$ cat src/rtl/mmu_walk_arbiter.sv
`default_nettype none
// ============================================================================
// Module   : mmu_walk_arbiter
// Purpose  : Shares one system-RAM read port between the instruction-side
//            (port 0) and data-side (port 1) SV39 page-table walkers. Each
//            walker read pulse is latched as pending, pending reads are issued
//            one at a time with round-robin fairness, and the returned PTE is
//            routed back to the walker that asked for it.
// Ports    : clk, reset (async, active-high)
//            pN_addr/pN_read       walker N request (one-cycle pulse)
//            pN_rdata/pN_ready     walker N response (one-cycle pulse)
//            pN_fault              walker N watchdog timeout (with pN_ready)
//            mem_addr/mem_read     bus read request (one-cycle strobe)
//            mem_rdata/mem_ready   bus read response
//            busy                  transaction outstanding on the bus
//            grant_id              port owning the current/last transaction
// Options  : MMU_ARB_TIMEOUT_EN enables the WAIT-state watchdog, which
//            completes a stalled read with zero data and a fault pulse after
//            TIMEOUT_CYCLES cycles without mem_ready.
// Revision : 1.0 - initial release
// ============================================================================
module mmu_walk_arbiter #(
    parameter int ADDR_W         = 64,
    parameter int DATA_W         = 64,
    parameter int TIMEOUT_CYCLES = 255
) (
    input  logic              clk,
    input  logic              reset,
    input  logic [ADDR_W-1:0] p0_addr,
    input  logic              p0_read,
    output logic [DATA_W-1:0] p0_rdata,
    output logic              p0_ready,
    output logic              p0_fault,
    input  logic [ADDR_W-1:0] p1_addr,
    input  logic              p1_read,
    output logic [DATA_W-1:0] p1_rdata,
    output logic              p1_ready,
    output logic              p1_fault,
    output logic [ADDR_W-1:0] mem_addr,
    output logic              mem_read,
    input  logic [DATA_W-1:0] mem_rdata,
    input  logic              mem_ready,
    output logic              busy,
    output logic              grant_id
);

    typedef enum logic [0:0] {
        ST_IDLE = 1'b0,
        ST_WAIT = 1'b1
    } state_t;

    state_t            r_state;
    state_t            w_state_nxt;

    logic              r_pend0;
    logic              r_pend1;
    logic [ADDR_W-1:0] r_paddr0;
    logic [ADDR_W-1:0] r_paddr1;
    logic              r_last;
    logic              r_grant;
    logic              r_mem_read;
    logic [ADDR_W-1:0] r_mem_addr;
    logic [DATA_W-1:0] r_rdata0;
    logic [DATA_W-1:0] r_rdata1;
    logic              r_ready0;
    logic              r_ready1;

    logic              w_cap0;
    logic              w_cap1;
    logic              w_req0;
    logic              w_req1;
    logic [ADDR_W-1:0] w_addr0;
    logic [ADDR_W-1:0] w_addr1;
    logic              w_issue;
    logic              w_win;
    logic              w_done;
    logic              w_tmo;
    logic              w_fin;

`ifdef MMU_ARB_TIMEOUT_EN
    localparam int c_CNT_W = (TIMEOUT_CYCLES < 1) ? 1 : $clog2(TIMEOUT_CYCLES + 1);
    logic [c_CNT_W-1:0] r_cnt;
    logic               r_fault0;
    logic               r_fault1;
`endif

    always_comb begin
        // A port that owns the bus transaction cannot queue a second read.
        w_cap0      = p0_read && !r_pend0 && !((r_state == ST_WAIT) && (r_grant == 1'b0));
        w_cap1      = p1_read && !r_pend1 && !((r_state == ST_WAIT) && (r_grant == 1'b1));
        // A request arriving this cycle competes for the bus immediately, so
        // an idle arbiter strobes mem_read on the very next cycle.
        w_req0      = r_pend0 || w_cap0;
        w_req1      = r_pend1 || w_cap1;
        w_addr0     = r_pend0 ? r_paddr0 : p0_addr;
        w_addr1     = r_pend1 ? r_paddr1 : p1_addr;
        w_state_nxt = r_state;
        w_issue     = 1'b0;
        w_win       = 1'b0;
        w_done      = 1'b0;
        w_tmo       = 1'b0;
        case (r_state)
            ST_IDLE: begin
                if (w_req0 || w_req1) begin
                    w_issue     = 1'b1;
                    w_win       = (w_req0 && w_req1) ? !r_last : w_req1;
                    w_state_nxt = ST_WAIT;
                end
            end
            ST_WAIT: begin
                if (mem_ready) begin
                    w_done      = 1'b1;
                    w_state_nxt = ST_IDLE;
                end
`ifdef MMU_ARB_TIMEOUT_EN
                else if (r_cnt == c_CNT_W'(TIMEOUT_CYCLES)) begin
                    w_tmo       = 1'b1;
                    w_state_nxt = ST_IDLE;
                end
`endif
            end
            default: w_state_nxt = ST_IDLE;
        endcase
        w_fin = w_done || w_tmo;
    end

    always_ff @(posedge clk or posedge reset) begin
        if (reset) begin
            r_state <= ST_IDLE;
        end else begin
            r_state <= w_state_nxt;
        end
    end

    always_ff @(posedge clk or posedge reset) begin
        if (reset) begin
            r_pend0    <= 1'b0;
            r_pend1    <= 1'b0;
            r_paddr0   <= '0;
            r_paddr1   <= '0;
            r_last     <= 1'b1;
            r_grant    <= 1'b0;
            r_mem_read <= 1'b0;
            r_mem_addr <= '0;
            r_rdata0   <= '0;
            r_rdata1   <= '0;
            r_ready0   <= 1'b0;
            r_ready1   <= 1'b0;
        end else begin
            if (w_cap0) r_paddr0 <= p0_addr;
            if (w_cap1) r_paddr1 <= p1_addr;

            // Granting a port consumes its pending slot (including one that
            // is being captured in the same cycle).
            if (w_issue && !w_win)   r_pend0 <= 1'b0;
            else if (w_cap0)         r_pend0 <= 1'b1;
            if (w_issue && w_win)    r_pend1 <= 1'b0;
            else if (w_cap1)         r_pend1 <= 1'b1;

            r_mem_read <= w_issue;
            if (w_issue) begin
                r_mem_addr <= w_win ? w_addr1 : w_addr0;
                r_grant    <= w_win;
            end

            r_ready0 <= w_fin && !r_grant;
            r_ready1 <= w_fin && r_grant;
            if (w_fin) begin
                r_last <= r_grant;
                if (!r_grant) r_rdata0 <= w_done ? mem_rdata : '0;
                else          r_rdata1 <= w_done ? mem_rdata : '0;
            end
        end
    end

`ifdef MMU_ARB_TIMEOUT_EN
    always_ff @(posedge clk or posedge reset) begin
        if (reset) begin
            r_cnt    <= '0;
            r_fault0 <= 1'b0;
            r_fault1 <= 1'b0;
        end else begin
            if (w_issue) begin
                r_cnt <= '0;
            end else if ((r_state == ST_WAIT) && !w_fin) begin
                r_cnt <= r_cnt + 1'b1;
            end
            r_fault0 <= w_tmo && !r_grant;
            r_fault1 <= w_tmo && r_grant;
        end
    end

    assign p0_fault = r_fault0;
    assign p1_fault = r_fault1;
`else
    // No watchdog in this build: a read waits for mem_ready indefinitely and
    // TIMEOUT_CYCLES has no effect.
    generate
        if (TIMEOUT_CYCLES >= 0) begin : g_no_watchdog
            assign p0_fault = 1'b0;
            assign p1_fault = 1'b0;
        end
    endgenerate
`endif

    assign p0_rdata = r_rdata0;
    assign p0_ready = r_ready0;
    assign p1_rdata = r_rdata1;
    assign p1_ready = r_ready1;
    assign mem_addr = r_mem_addr;
    assign mem_read = r_mem_read;
    assign busy     = (r_state == ST_WAIT);
    assign grant_id = r_grant;

endmodule
`default_nettype wire
$ cat config.mk
export PLATFORM = sky130hd
export DESIGN_NAME = mmu_walk_arbiter
export DESIGN_NICKNAME = d
export VERILOG_FILES = /design/src/rtl/mmu_walk_arbiter.sv
export SDC_FILE = /design/constraint.sdc
export NUM_CORES = 1
export LEC_CHECK = 0
export ABC_AREA = 0
export ABC_CLOCK_PERIOD_IN_PS = 11100
export CAP_MARGIN = 20
export CORE_AREA = 2 2 175 211
export DETAILED_ROUTE_END_ITERATION = 10
export DIE_AREA = 0 0 177 213
export GPL_ROUTABILITY_DRIVEN = 0
export GPL_TIMING_DRIVEN = 1
export PLACE_DENSITY = 0.71
export SLEW_MARGIN = 40
export SYNTH_ARGS = -nofsm -noshare
export SYNTH_HDL_FRONTEND = slang
export SYNTH_SLANG_ARGS = --single-unit
$ cat constraint.sdc
create_clock -name clk -period 11.1 [get_ports clk]
set_clock_uncertainty 0.2 [all_clocks]
set_input_delay 1.11 -clock clk [delete_from_list [all_inputs] [get_ports clk]]
set_output_delay 1.11 -clock clk [all_outputs]
set_load 0.01 [all_outputs]
### After elaboration in Yosys (flattened, before gate mapping)

Index checks and enable logic that the tools add are counted.

| operators by class | value |
|---|---|
| multiplexer cells | 16 |
| bitwise logic cells | 2 |
| reduce and logical (&&, ||, !) cells | 25 |

Operators by type and width:

| kind | count |
|---|---|
| 2-to-1 mux 64 bit | 3 |
| 2-to-1 mux 1 bit | 12 |
| logical AND 1 bit | 11 |
| logical NOT 1 bit | 7 |
| AND reduction 2 bit | 2 |
| nonzero test 2 bit | 2 |
| logical OR 1 bit | 3 |
| NOT 1 bit | 2 |
| case mux 1 bit (2 select lines) | 1 |

| storage, ports and cells | value |
|---|---|
| register bits after elaboration | 328 |
| input bits | 197 |
| output and inout bits | 199 |
| word-level logic and storage cells | 56 |

### Depth between registers and ports, before layout

| depth | value |
|---|---|
| depth after elaboration | 12 |
| mapped depth | 6 |
| mapped depth without buffers | 3 |

### Worst setup path after synthesis

OpenSTA, ideal clock, no wires.

| timing path | value |
|---|---|
| path kind | input port to flip-flop |
| start point | input port p1_read |
| end point | register r_paddr1[10] |
| arrival time | 2.095 ns |
| required time | 10.775 ns |
| setup slack | 8.681 ns |
| stages on the path | 5 |
| buffers on the path | 2 |
| cells stage by stage | inv_1 a211oi_1 buf_2 buf_4 mux2_2 |

| between the ends | value |
|---|---|
| cells in the longest elaborated chain, start to end | 2 |

Ends and longest elaborated chain:

| what | RTL line | RTL |
|---|---|---|
| start: declaration | 35 | `input logic p1_read,` |
| logical AND 1 bit (2 in series) | 90 | `w_cap1 = p1_read && !r_pend1 && !((r_state == ST_WAIT) && (r_grant == 1'b1));` |
| end signal: assignment | 151 | `if (w_cap1) r_paddr1 <= p1_addr;` |
| end: declaration | 58 | `logic [ADDR_W-1:0] r_paddr1;` |

Every way passes these cells.
A chain may end at the register's enable or synchronous reset.

### Final worst setup path

| timing path | value |
|---|---|
| start point | register r_pend0 |
| end point | register r_mem_addr[63] (netlist: mem_addr[63]) |

| between the ends | value |
|---|---|
| cells in the longest elaborated chain, start to end | 9 |
| elaborated cells on any way between the ends | 13 |
| those cells by class | 7 x mux; 6 x reduce/logical |

Ends and longest elaborated chain:

| what | RTL line | RTL |
|---|---|---|
| start: declaration | 55 | `logic r_pend0;` |
| start signal: assignment | 137 | `r_pend0 <= 1'b0;` |
| start signal: assignment | 155 | `if (w_issue && !w_win) r_pend0 <= 1'b0;` |
| start signal: assignment | 156 | `else if (w_cap0) r_pend0 <= 1'b1;` |
| logical NOT 1 bit | 89 | `w_cap0 = p0_read && !r_pend0 && !((r_state == ST_WAIT) && (r_grant == 1'b0));` |
| logical AND 1 bit (2 in series) | 89 |  |
| logical OR 1 bit | 93 | `w_req0 = r_pend0 \|\| w_cap0;` |
| logical AND 1 bit | 106 | `w_win = (w_req0 && w_req1) ? !r_last : w_req1;` |
| 2-to-1 mux 1 bit | 106 |  |
| 2-to-1 mux 1 bit | 104 | `if (w_req0 \|\| w_req1) begin` |
| 2-to-1 mux 1 bit | 102 | `case (r_state)` |
| 2-to-1 mux 64 bit | 162 | `r_mem_addr <= w_win ? w_addr1 : w_addr0;` |
| end signal: assignment | 162 |  |
| end: declaration | 62 | `logic [ADDR_W-1:0] r_mem_addr;` |

Parallel ways exist; a longest one is shown, timed or not.

==> results.cfg <==
[clocking]
cts_resized = 0
clk_pin_slew_ps = 60
cts_buffer_depth = 3
cts_buffers = 36
clk_latency_ps = 520
cts_hold_buf = 0
clkSinkCount = 328
cts_root_buf = clkbuf_16
postCtsSetupBuffers = 0
htreeDepth = 2
cts_tree = built

[power]
pwr-share-seq_pct = 36.4
p_int_w = 0.00401
p_leak_nw = 8.05
p_per_area_nw_per_um2 = 305
p_comb_share_pct = 44.1
switching_share_pct = 32.9
peakVddDrop_mv = 0.196
p_sw_w = 0.00197
p_clk_share_pct = 19.5

[cells_and_area]
seq_area_um2 = 8220
fin_area_um2 = 19600
multi_input_area_um2 = 5450
drive_gt1_share_pct = 27.8
n_fill_cell = 2980
area_delta_synth_final_pct = 39.5
nets = 1515
finalNonFillerCells = 1810

[sta]
hold_ws_ps = 287
slew_headroom_pct = 41.7
tightest_slew_ps = 875
hold_violations = 0
drv_slew = 0
rsz0062_at_grt = no
setup_violations = 0
fmaxAchievable_mhz = 283
period_share_pct = 31.9
finalSetupTns_ps = 0
finalCriticalPeriod_ps = 3540

[floorplanning]
die_area_um2 = 37700
ioPinCount = 396
start_util_pct = 39.4
num_rows = 76
core_region_area_um2 = 35700
fp.dieW_um = 177
fp.dieH_um = 213

[worst_hold_path]
hold_depth = 2
min_from = r_last
hold_class = reg2reg
whs_endpoint = r_last

[setup_path]
crit_family = buffers and inverters
slowest_delay_ps = 800
cp.buffers_inverters = 2
cpMostUsedCell = buf_4
crit_required_ps = 11230
ff2ff_path_depth = 5
cp_cell_sequence = buf_4, o21a_1, or3_4, buf_4, o221ai_1
crit_type = reg2reg
r2r_setup_slack_ps = 7560
worst_r2r_startpoint = r_pend0
cpMaxStageDelayCell = dfrtp_4
crit_path_start_kind = flip-flop
cp_max_fo = 44
worstSetupEndpointType = flip-flop
reg2reg_to = mem_addr[63]
critPathArrivalTime_ps = 3670

[drt]
wl_per_cell_um = 22.1
wl_met1_um = 16000
drt_iter0_markers = 338
drtAntennaViolNets = 0
dr.pass1.iters = 4
dr.max_layer_used = met5
wirelength_um = 40100
wl_met2_um = 19500
via_per_inst = 5.23
drc = 0
routed-via-count = 9470
wl_met3_um = 3690

[run_status]
status = finished clean

[synthesis]
synth_largest_area_cell = dfrtp_1
yosysUniqueCellTypes = 26
avgSynthCellArea_um2 = 14.9
synthDominantCellAreaShare_pct = 58.3
syn_inst = 939
synthesis.area_um2 = 14000
seq_area_frac_synth_pct = 58.5
synth_area_leaders = dfrtp_1 58%, mux2_2 21%, mux2i_1 9.1%, o221ai_2 4.1%, o21ai_0 2.3%
ys_seq_elements = 328
yosysWarnings = 0

[placed_design]
placed_area_um2 = 18400
place_hpwl_um = 27000
portBuffers = 393
place_inst = 1747

[global_route]
grt_antenna_before_repair = 4
grt_pass1_wl_um = 61600
grt_overflow = 0
grt_pass1_vias = 10417
track_usage_pct = 21.4
grt_max_degree = 114

[job]
maxCapViolations = 0
[worst register-to-register path: stages, from the launching register on]
cell,delay [ps]
dfrtp_4,800
buf_4,760
o21a_1,240
or3_4,390
buf_4,700
o221ai_1,260
[layout by cell type (no fill, tap or decap), types with 2 or more instances in the layout]
master | Yosys | routed
clkbuf_16 | 0 | 37
clkbuf_1 | 15 | 10
nand3b_1 | 2 | 2
buf_16 | 0 | 2
clkbuf_8 | 0 | 6
clkinv_2 | 0 | 5
inv_1 | 4 | 3
o221ai_1 | 27 | 27
dfrtp_1 | 327 | 324
clkdlybuf4s50_1 | 0 | 393
diode_2 | 0 | 2
o21ai_0 | 65 | 65
nor2_1 | 2 | 2
a21oi_1 | 2 | 2
dfrtp_4 | 0 | 2
buf_4 | 7 | 9
bufinv_16 | 0 | 2
nand2_1 | 4 | 4
mux2i_1 | 128 | 128
conb_1 | 1 | 2
buf_6 | 5 | 8
o221ai_2 | 38 | 37
mux2_2 | 256 | 256
[final cells by class]
| type | count | area share [%] |
|---|---|---|
| inverters | 5 | 0.160 |
| clock buffers | 53 | 5.34 |
| multi-input cells | 534 | 27.8 |
| repair buffers | 413 | 21.3 |
| flip-flops and latches | 328 | 42.0 |
| diodes | 2 | 0.0256 |
| clock inverters | 7 | 0.434 |
| well taps | 468 | 2.99 |
[stage by stage]
step / util, % / worst slack, ps / total power (W)
after global routing: 54.9 / 7390 / 0.00633
after CTS: 54.8 / 7520 / 0.00606
after floorplan: - / 709 / 0.00362
final: 54.9 / 7560 / 0.00598
after detailed placement: 51.7 / 7200 / 0.00486
after global placement: 51.4 / 7000 / 0.00475
[state kept, by name (all words and copies together) (netlist names), 64 cells and up]
signal and cells:
r_paddr0 64, p1_rdata 64, mem_addr 64, p0_rdata 64, r_paddr1 64
[Yosys cell counts]
| cell | instances |
|---|---|
| nor2_1 | 2 |
| buf_2 | 46 |
| mux2_2 | 256 |
| o21ai_0 | 65 |
| o221ai_2 | 38 |
| nand2_1 | 4 |
| conb_1 | 1 |
| nand3b_1 | 2 |
| o221ai_1 | 27 |
| a211oi_1 | 1 |
| inv_1 | 4 |
| buf_6 | 5 |
| dfstp_2 | 1 |
| o21a_1 | 1 |
| nand2b_1 | 1 |
| nor4_2 | 1 |
| clkbuf_1 | 15 |
| or3_4 | 1 |
| nand3_1 | 1 |
| o21bai_1 | 1 |
| o22a_1 | 1 |
| dfrtp_1 | 327 |
| mux2i_1 | 128 |
| a21oi_1 | 2 |
| buf_4 | 7 |
| inv_2 | 1 |
[power groups by stage]
stage | logic [W] | clock network (W) | registers [W]
6_report | 0.00264 | 0.00116 | 0.00218
3_3_place_gp | 0.00259 | 0 | 0.00217
4_1_cts | 0.00268 | 0.00120 | 0.00218
5_1_grt | 0.00283 | 0.00125 | 0.00226
2_1_floorplan | 0.00137 | 0 | 0.00225
3_5_place_dp | 0.00266 | 0 | 0.00220
[worst max-delay path by stage]
stage                       start      endpoint  cells past startpoint  slack, ps
after floorplan             reset          busy                      1        710
after global placement    p1_read  r_paddr1[14]                      5       7000
after detailed placement  p1_read  r_paddr1[13]                      6       7200
after CTS                 r_pend0  mem_addr[63]                      5       7520
after global routing      r_pend0  mem_addr[60]                      5       7390
final                     r_pend0  mem_addr[63]                      5       7560
[cells by family (layout without fill, tap and decap cells)]
family / after synthesis / in the layout / share of synthesized area (%)
multiplexers: 384 / 384 / 29.7
AO/OA/AOI/OAI: 136 / 136 / 8.36
AND/OR/NAND/NOR: 12 / 12 / 0.517
flip-flops: 328 / 328 / 58.5
other: 1 / 4 / 0.0267
buffers and inverters: 78 / 478 / 2.95
[metal layers]
metal | vias up | global-route usage, %
met1 | 4832 | 25.7
met5 | - | 0
met2 | 346 | 36.4
met4 | 4 | 5.19
li1 | 4235 | -
met3 | 53 | 7.89
Power figures use the tool's default switching activity.
